`src/rtl/forwarding_scoreboard.sv`:
```
// Forwarding and hazard unit: shadows in-flight destination registers, picks the
// youngest producer per source operand and stalls decode when that result is not ready.
module forwarding_scoreboard #(
  parameter int NSRC       = 2,
  parameter int NFWD       = 3,
  parameter int LATE_STAGE = 1,
  parameter int REGW       = 5,
  parameter int DW         = 32,
  parameter int SELW       = $clog2(NFWD + 1),
  parameter logic [15:0] STALL_CNT_RST = 16'h0000
) (
  input  logic                   CLK,
  input  logic                   RST,
  input  logic                   advance,
  input  logic                   flush,
  input  logic                   issue_valid,
  input  logic                   issue_regwr,
  input  logic [REGW-1:0]        issue_wsel,
  input  logic                   issue_late,
  input  logic [NSRC*REGW-1:0]   src_sel,
  input  logic [NSRC*DW-1:0]     rf_data,
  input  logic [NFWD*DW-1:0]     stage_data,
  input  logic                   mem_wait,
  output logic [NSRC*DW-1:0]     src_data,
  output logic [NSRC*SELW-1:0]   fwd_sel,
  output logic                   stall,
  output logic [NFWD-1:0]        stage_valid,
  output logic [15:0]            stall_count
);

  logic [NFWD-1:0]           r_vld;
  logic [NFWD-1:0]           r_late;
  logic [NFWD-1:0][REGW-1:0] r_wsel;
  logic [15:0]               r_stall_cnt;

  logic [NFWD-1:0] w_ready;
  logic            w_stall;

  // Late entries only become usable once they reach LATE_STAGE without a miss.
  always_comb begin
    for (int k = 0; k < NFWD; k++) begin
      w_ready[k] = r_vld[k] && (!r_late[k] || (k > LATE_STAGE) ||
                                ((k == LATE_STAGE) && !mem_wait));
    end
  end

  always_comb begin
    logic            w_hit;
    logic            w_win_rdy;
    int              w_win;
    logic [REGW-1:0] w_src;
    w_stall  = 1'b0;
    fwd_sel  = '0;
    src_data = rf_data;
    for (int i = 0; i < NSRC; i++) begin
      w_hit     = 1'b0;
      w_win_rdy = 1'b0;
      w_win     = 0;
      w_src     = src_sel[i*REGW +: REGW];
      // Scan oldest to youngest so the youngest match overwrites.
      for (int k = NFWD - 1; k >= 0; k--) begin
        if (r_vld[k] && (r_wsel[k] == w_src) && (w_src != '0)) begin
          w_hit     = 1'b1;
          w_win     = k;
          w_win_rdy = w_ready[k];
        end
      end
      if (w_hit) begin
        fwd_sel[i*SELW +: SELW] = SELW'(w_win + 1);
        if (w_win_rdy) begin
          src_data[i*DW +: DW] = stage_data[w_win*DW +: DW];
        end else if (issue_valid) begin
          w_stall = 1'b1;
        end
      end
    end
  end

  assign stall       = w_stall;
  assign stage_valid = r_vld;
  assign stall_count = r_stall_cnt;

  always_ff @(posedge CLK or posedge RST) begin
    if (RST) begin
      r_vld       <= '0;
      r_late      <= '0;
      r_wsel      <= '0;
      r_stall_cnt <= STALL_CNT_RST;
    end else if (advance) begin
      for (int k = NFWD - 1; k > 0; k--) begin
        r_vld[k]  <= r_vld[k-1];
        r_late[k] <= r_late[k-1];
        r_wsel[k] <= r_wsel[k-1];
      end
      r_vld[0]  <= issue_valid && issue_regwr && (issue_wsel != '0) && !w_stall && !flush;
      r_late[0] <= issue_late;
      r_wsel[0] <= issue_wsel;
      if (w_stall && (r_stall_cnt != 16'hFFFF)) begin
        r_stall_cnt <= r_stall_cnt + 16'd1;
      end
    end
  end

endmodule

```
`config.mk`:
```
export PLATFORM = sky130hd
export DESIGN_NAME = forwarding_scoreboard
export DESIGN_NICKNAME = d
export VERILOG_FILES = /design/src/rtl/forwarding_scoreboard.sv
export SDC_FILE = /design/constraint.sdc
export NUM_CORES = 1
export LEC_CHECK = 0
export ABC_AREA = 0
export CORE_ASPECT_RATIO = 0.6
export CORE_MARGIN = 2
export CORE_UTILIZATION = 39
export DETAILED_ROUTE_END_ITERATION = 16
export GPL_TIMING_DRIVEN = 0
export PLACE_DENSITY = 0.89
export SKIP_LAST_GASP = 1
export SYNTH_ARGS = -nofsm -noshare
export SYNTH_HDL_FRONTEND = slang
export SYNTH_SLANG_ARGS = --single-unit
```
`constraint.sdc`:
```
create_clock -name CLK -period 9.4 [get_ports CLK]
set_input_delay 2.35 -clock CLK [delete_from_list [all_inputs] [get_ports CLK]]
set_output_delay 2.35 -clock CLK [all_outputs]
set_load 0.02 [all_outputs]
```
==> impl_metrics.ini, run 1 <==
[timing]
layout_min_cycle_time_ns = 8.55
rsz0062_at_grt = false
setup_viol = 0
finalCritPeriodShare = 0.909
maxSlewViolCount = 0
timing.fmax_mhz = 117
finalHoldViolCount = 0
tightest_slew_ns = 0.829
layout_setup_ws_ns = 0.854
clock_skew_ns = 0.00845
final.setup.tns_ns = 0
max_slew_margin = 0.442

[logic_synthesis]
syn_area_um2 = 3810
synthesis.instances = 497
synth.most_common_cell = nand2_1
ys_ff_latch = 36
synth_cell_type_count = 37
synth_edf_count = 0
synth_top_cells_by_count = 78 x nand2_1, 68 x a21oi_1, 64 x a32o_1, 64 x o21ai_1, 36 x dfrtp_1
syn_area_per_cell_um2 = 7.67
synthArstFlopShare = 1.00
synth_area_leaders = dfrtp_1 24%, a32o_1 17%, a21oi_1 8.9%
yosys_warnings = 0
yosysSeqAreaShare = 0.236
syn-num-nets = 681
yosys.area.top_type = dfrtp_1
netlist.area_leader.share = 0.236
synthFlopType = dfrtp_1

[route]
via_count = 5352
firstDrtPassIters = 6
drt_iter0_markers = 307
ant_nets = 0
totalWireLength_mm = 18.3
wl_per_cell_um = 20.3
drc_errors = 0
viasPerCell = 5.93

[placed_design]
gp_congestion = 0.892
placed_cells_incl_taps = 895
dp_slack_ns = 1.02
dp_hpwl_mm = 14.4
io_buffers = 268

[die]
fp.dieH_um = 80.6
die_x_um = 132
std_cell_rows = 27
core_um2 = 9320
ioPinCount = 271
dieArea_um2 = 10600
start_util = 0.409

[power_and_ir_drop]
ir_worst_vdd_v = 0.0000999
power.density_nw_per_um2 = 94.1
leakagePower_nw = 2.73
finalPower_mw = 0.643

[final_layout]
diodes = 0
fin_nets = 956
drive_gt1_frac = 0.0724
finalNonFillerCells = 903
area_growth_pct = 79.4

[clock_network]
ctsHoldBuffers = 0
cts-buffers-inserted = 5
cts_resized = 0
cts_max_level = 2
clkTransAtPathRegs_ns = 0.06
cts_setup_buffers = 0
clkLatencyLatePin_ns = 0.28
cts_sinks = 36
cts-root-buf = clkbuf_16
clockBufferDepth = 2
cts_tree = built

[grt]
grt_max_degree = 37
antenna_found_initial = 0
grt_pass1_wl_mm = 28.0
grt-ovfl-total = 0
grt_usage = 0.330
grt_pass1_vias = 5329

[critical_path]
worstPathArrival_ns = 6.20
endpoint_kind = output pin
worstSetupPathType = input port to output pin
worstSetupStartpointType = input port
crit_buf_inv = 3
crit_chain = clkdlybuf4s50_1, xor2_1, nor4_1, nand2_1, nor2_1, clkbuf_1, nor2_1, o21ai_0, and2_1, clkdlybuf4s50_1
crit_slowest_cell = nor4_1
crit_family = simple AND/OR/NAND/NOR gates
worstPathRequired_ns = 7.05
path_max_fanout = 10
r2r_slack_ns = 6.19
slowest_delay_ns = 0.72

[min_path]
hold_class = flop to flop

[job]
cap_violations = 0

[outcome]
status = completed
[registers in the layout, indices dropped and copies added, names as in the netlist]
register     cells
stage_valid      3
r_late           2
stall_count     16
r_wsel          15
[layout by cell type (no fill, tap or decap), types with 2 or more instances in the layout]
cell type | Yosys | routed
nand4_1 | 8 | 8
or3_1 | 2 | 2
nand2b_1 | 5 | 5
xnor2_1 | 27 | 27
dfrtp_1 | 36 | 36
o211ai_1 | 2 | 2
o211a_1 | 2 | 2
and2_1 | 4 | 4
nor3_1 | 3 | 3
clkbuf_8 | 0 | 2
xor2_1 | 18 | 18
a211oi_2 | 2 | 2
nand2_1 | 78 | 78
clkdlybuf4s50_1 | 0 | 268
mux2_4 | 2 | 2
a32o_1 | 64 | 64
nand3_1 | 5 | 5
clkbuf_16 | 0 | 5
o21ai_0 | 5 | 5
o21ai_1 | 64 | 64
nor4_1 | 2 | 2
buf_6 | 3 | 3
nor3b_1 | 3 | 3
buf_2 | 18 | 18
clkbuf_1 | 19 | 19
or4_1 | 3 | 3
nor2_1 | 14 | 14
inv_1 | 6 | 5
or2_2 | 2 | 2
buf_1 | 2 | 2
o22ai_1 | 2 | 2
and3_1 | 2 | 2
a211oi_1 | 2 | 2
mux2_2 | 19 | 19
a21oi_1 | 68 | 68
[where the power goes]
part           switching (mW)  internal [mW]  total, mW
sequential             0.0188          0.169      0.188
combinational           0.108          0.145      0.253
clock                  0.0627          0.140      0.202
total                   0.190          0.454      0.643
[stage by stage]
| stage | util | hold WS, ns | instance area [um^2] |
|---|---|---|---|
| 6_report | 0.734 | 0.493 | 6840 |
| 5_1_grt | 0.734 | 0.520 | 6840 |
| 4_1_cts | 0.734 | 0.497 | 6840 |
| 3_5_place_dp | 0.714 | 0.485 | 6660 |
| 3_3_place_gp | 0.714 | 0.484 | 6660 |
| 2_1_floorplan | - | 0.481 | 3810 |
[worst paths after layout]
kind                                             start                          end  cells past startpoint
setup / recovery                            src_sel[3]                        stall                     10
hold / removal             stall_count[13]$_DFFE_PP0P_  stall_count[13]$_DFFE_PP0P_                      1
setup reg to reg                 r_wsel[9]$_DFFE_PP0P_   stage_valid[0]$_DFFE_PP0P_                      8
hold reg to reg            stall_count[13]$_DFFE_PP0P_  stall_count[13]$_DFFE_PP0P_                      1
max in group asynchronous                          RST   stall_count[1]$_DFFE_PP0P_                      2
min in group asynchronous                          RST        r_late[0]$_DFFE_PP0P_                      2
[routing by layer]
metal  vias to the layer above  wire (um)  track usage
met5                         -          0            0
met4                         0        349        0.100
met3                        34       1450       0.0802
met2                       268       9060        0.598
met1                      2625       7480        0.392
li1                       2425          -            -
[layout make-up]
class / count / area (um^2)
Fill cell: 714 / 2480
Timing Repair Buffer: 268 / 2680
Clock buffer: 7 / 153
Multi-Input combinational cell: 413 / 2690
Sequential cell: 36 / 901
Buffer: 42 / 203
Inverter: 6 / 22.5
Tap cell: 130 / 163
Clock inverter: 1 / 30.0
[cell families (layout without fill, tap and decap cells)]
kind of cell / Yosys count / count (layout) / synth area share
compound gates: 214 / 214 / 0.377
xor+xnor: 45 / 45 / 0.103
fa+ha+maj: 1 / 1 / 0.00328
buf+inv: 48 / 324 / 0.0591
flops: 36 / 36 / 0.236
mux: 21 / 21 / 0.0640
simple gates: 132 / 132 / 0.157
Note: power is estimated with default switching activity, not from simulation.
==> run 2: changes to the inputs <==
SKIP_LAST_GASP = not set   (was 1)
==> results of run 2 <==
Final layout, timing and power as in run 1 (identical DEF).
==> run 3: changes to the inputs <==
CORE_MARGIN = not set   (was 2)
==> run 3 against run 2 <==
Effect of this change:
- first-iteration DRC count grew 29%
- critical path depth is the same
- via count grew 1.7%
- setup slack gained 0.16 ns
- sequential power is essentially flat
- largest cell class unchanged
==> impl_metrics.ini, run 3 (synthesized netlist as in run 1, its figures left out) <==
[clock_network]
cts-root-buf = clkbuf_16
cts_max_level = 2
cts_setup_buffers = 0
cts-buffers-inserted = 5
cts_tree = built
ctsHoldBuffers = 0
clkLatencyLatePin_ns = 0.28
cts_resized = 0
clkTransAtPathRegs_ns = 0.06
clockBufferDepth = 2
cts_sinks = 36

[final_layout]
area_growth_pct = 79.0
fin_nets = 956
layout_commonest_cell = clkdlybuf4s50_1
diodes = 0
drive_gt1_frac = 0.0724
design_area_um2 = 6830
largest_register_ff_count = 16
layout_common_cells = 268 x clkdlybuf4s50_1, 78 x nand2_1, 68 x a21oi_1

[critical_path]
crit_slowest_cell = nor4_1
slowest_delay_ns = 0.62
path_max_fanout = 10
cp-endpoint = stall
worstPathArrival_ns = 6.03
worstSetupStartpointType = input port
setup.worst_path.start = src_sel[3]
reg2reg_from = r_wsel[9]$_DFFE_PP0P_
reg2regPathDepth = 8
worstSetupPathType = input port to output pin
r2r-end = stage_valid[0]$_DFFE_PP0P_
crit_chain = clkdlybuf4s50_1, xor2_1, nor4_1, nand2_1, nor2_1, clkbuf_1, nor2_1, o21ai_0, and2_1, clkdlybuf4s50_1
r2r_slack_ns = 6.36
endpoint_kind = output pin
worstPathRequired_ns = 7.05

[die]
die_x_um = 130
ioPinCount = 271
fp.dieH_um = 78.6
core_um2 = 9320
dieArea_um2 = 10200
std_cell_rows = 27
start_util = 0.409

[timing]
finalCritPeriodShare = 0.892
final.setup.tns_ns = 0
whs_ns = 0.507
clock_skew_ns = 0.00456
max_slew_margin = 0.501
layout_min_cycle_time_ns = 8.38
timing.fmax_mhz = 119
maxSlewViolCount = 0
rsz0062_at_grt = false
finalHoldViolCount = 0
setup_viol = 0
tightest_slew_ns = 0.748

[power_and_ir_drop]
leakagePower_nw = 2.72
ir_worst_vdd_v = 0.000102
power.density_nw_per_um2 = 92.6

[grt]
antenna_found_initial = 0
grt_pass1_vias = 5284
grt_pass1_wl_mm = 27.9
grt_max_degree = 37
grt-ovfl-total = 0
grt_usage = 0.349

[route]
drt_iter0_markers = 396
viasPerCell = 6.03
ant_nets = 0
firstDrtPassIters = 5
drc_errors = 0
totalWireLength_mm = 18.4
via_count = 5445
wl_per_cell_um = 20.3

[placed_design]
dp_hpwl_mm = 14.2
io_buffers = 268
gp_congestion = 0.931
placement.cell_area_um2 = 6660

[min_path]
hold_class = flop to flop

[job]
cap_violations = 0

[outcome]
status = completed
==> run 3: per-layer routing <==
layer,GRT usage,share of wire,up-vias
met5,0,0,-
met4,0.119,0.034,0
met3,0.0838,0.095,62
met2,0.580,0.46,340
met1,0.442,0.41,2608
li1,-,-,2435
==> run 3: metrics by stage <==
stage          utilization  setup WS [ns]  total power, mW  std cells
6_report             0.732           1.02            0.632        903
5_1_grt              0.732          0.868            0.657        903
4_1_cts              0.732           1.11            0.629        903
3_5_place_dp         0.714           1.13            0.439        895
3_3_place_gp         0.714           1.13            0.433        895
2_1_floorplan            -           2.71            0.290        497
==> run 3: critical path, delay by kind of cell <==
family,cells,cell delay [ns]
compound gates,1,0.30
buf+inv,3,1.62
simple gates,5,1.53
xor+xnor,1,0.22
==> run 3: worst min-delay path by stage <==
stage	from	end	slack (ns)	depth (start not counted)
after floorplan	r_late[1]$_DFFE_PP0P_	r_late[1]$_DFFE_PP0P_	0.48	1
after global placement	stall_count[13]$_DFFE_PP0P_	stall_count[13]$_DFFE_PP0P_	0.48	1
after detailed placement	r_late[1]$_DFFE_PP0P_	r_late[1]$_DFFE_PP0P_	0.50	1
after CTS	r_late[1]$_DFFE_PP0P_	r_late[1]$_DFFE_PP0P_	0.51	1
after global routing	stall_count[13]$_DFFE_PP0P_	stall_count[13]$_DFFE_PP0P_	0.51	1
final	r_late[1]$_DFFE_PP0P_	r_late[1]$_DFFE_PP0P_	0.51	1
==> run 3: final cells by class <==
| type | count | area, um^2 |
|---|---|---|
| inverters | 6 | 22.5 |
| clock inverters | 3 | 42.5 |
| flip-flops and latches | 36 | 901 |
| repair buffers | 268 | 2680 |
| clock buffers | 5 | 125 |
| well taps | 130 | 163 |
| multi-input cells | 413 | 2690 |
| fillers | 705 | 2500 |
| plain buffers | 42 | 203 |
==> run 3: report_power, final <==
part           total (mW)  internal, mW  switching [mW]  leakage, nW
registers           0.187         0.169          0.0184        0.463
clock network       0.192         0.125          0.0670       0.0798
logic               0.253         0.145           0.108         2.18
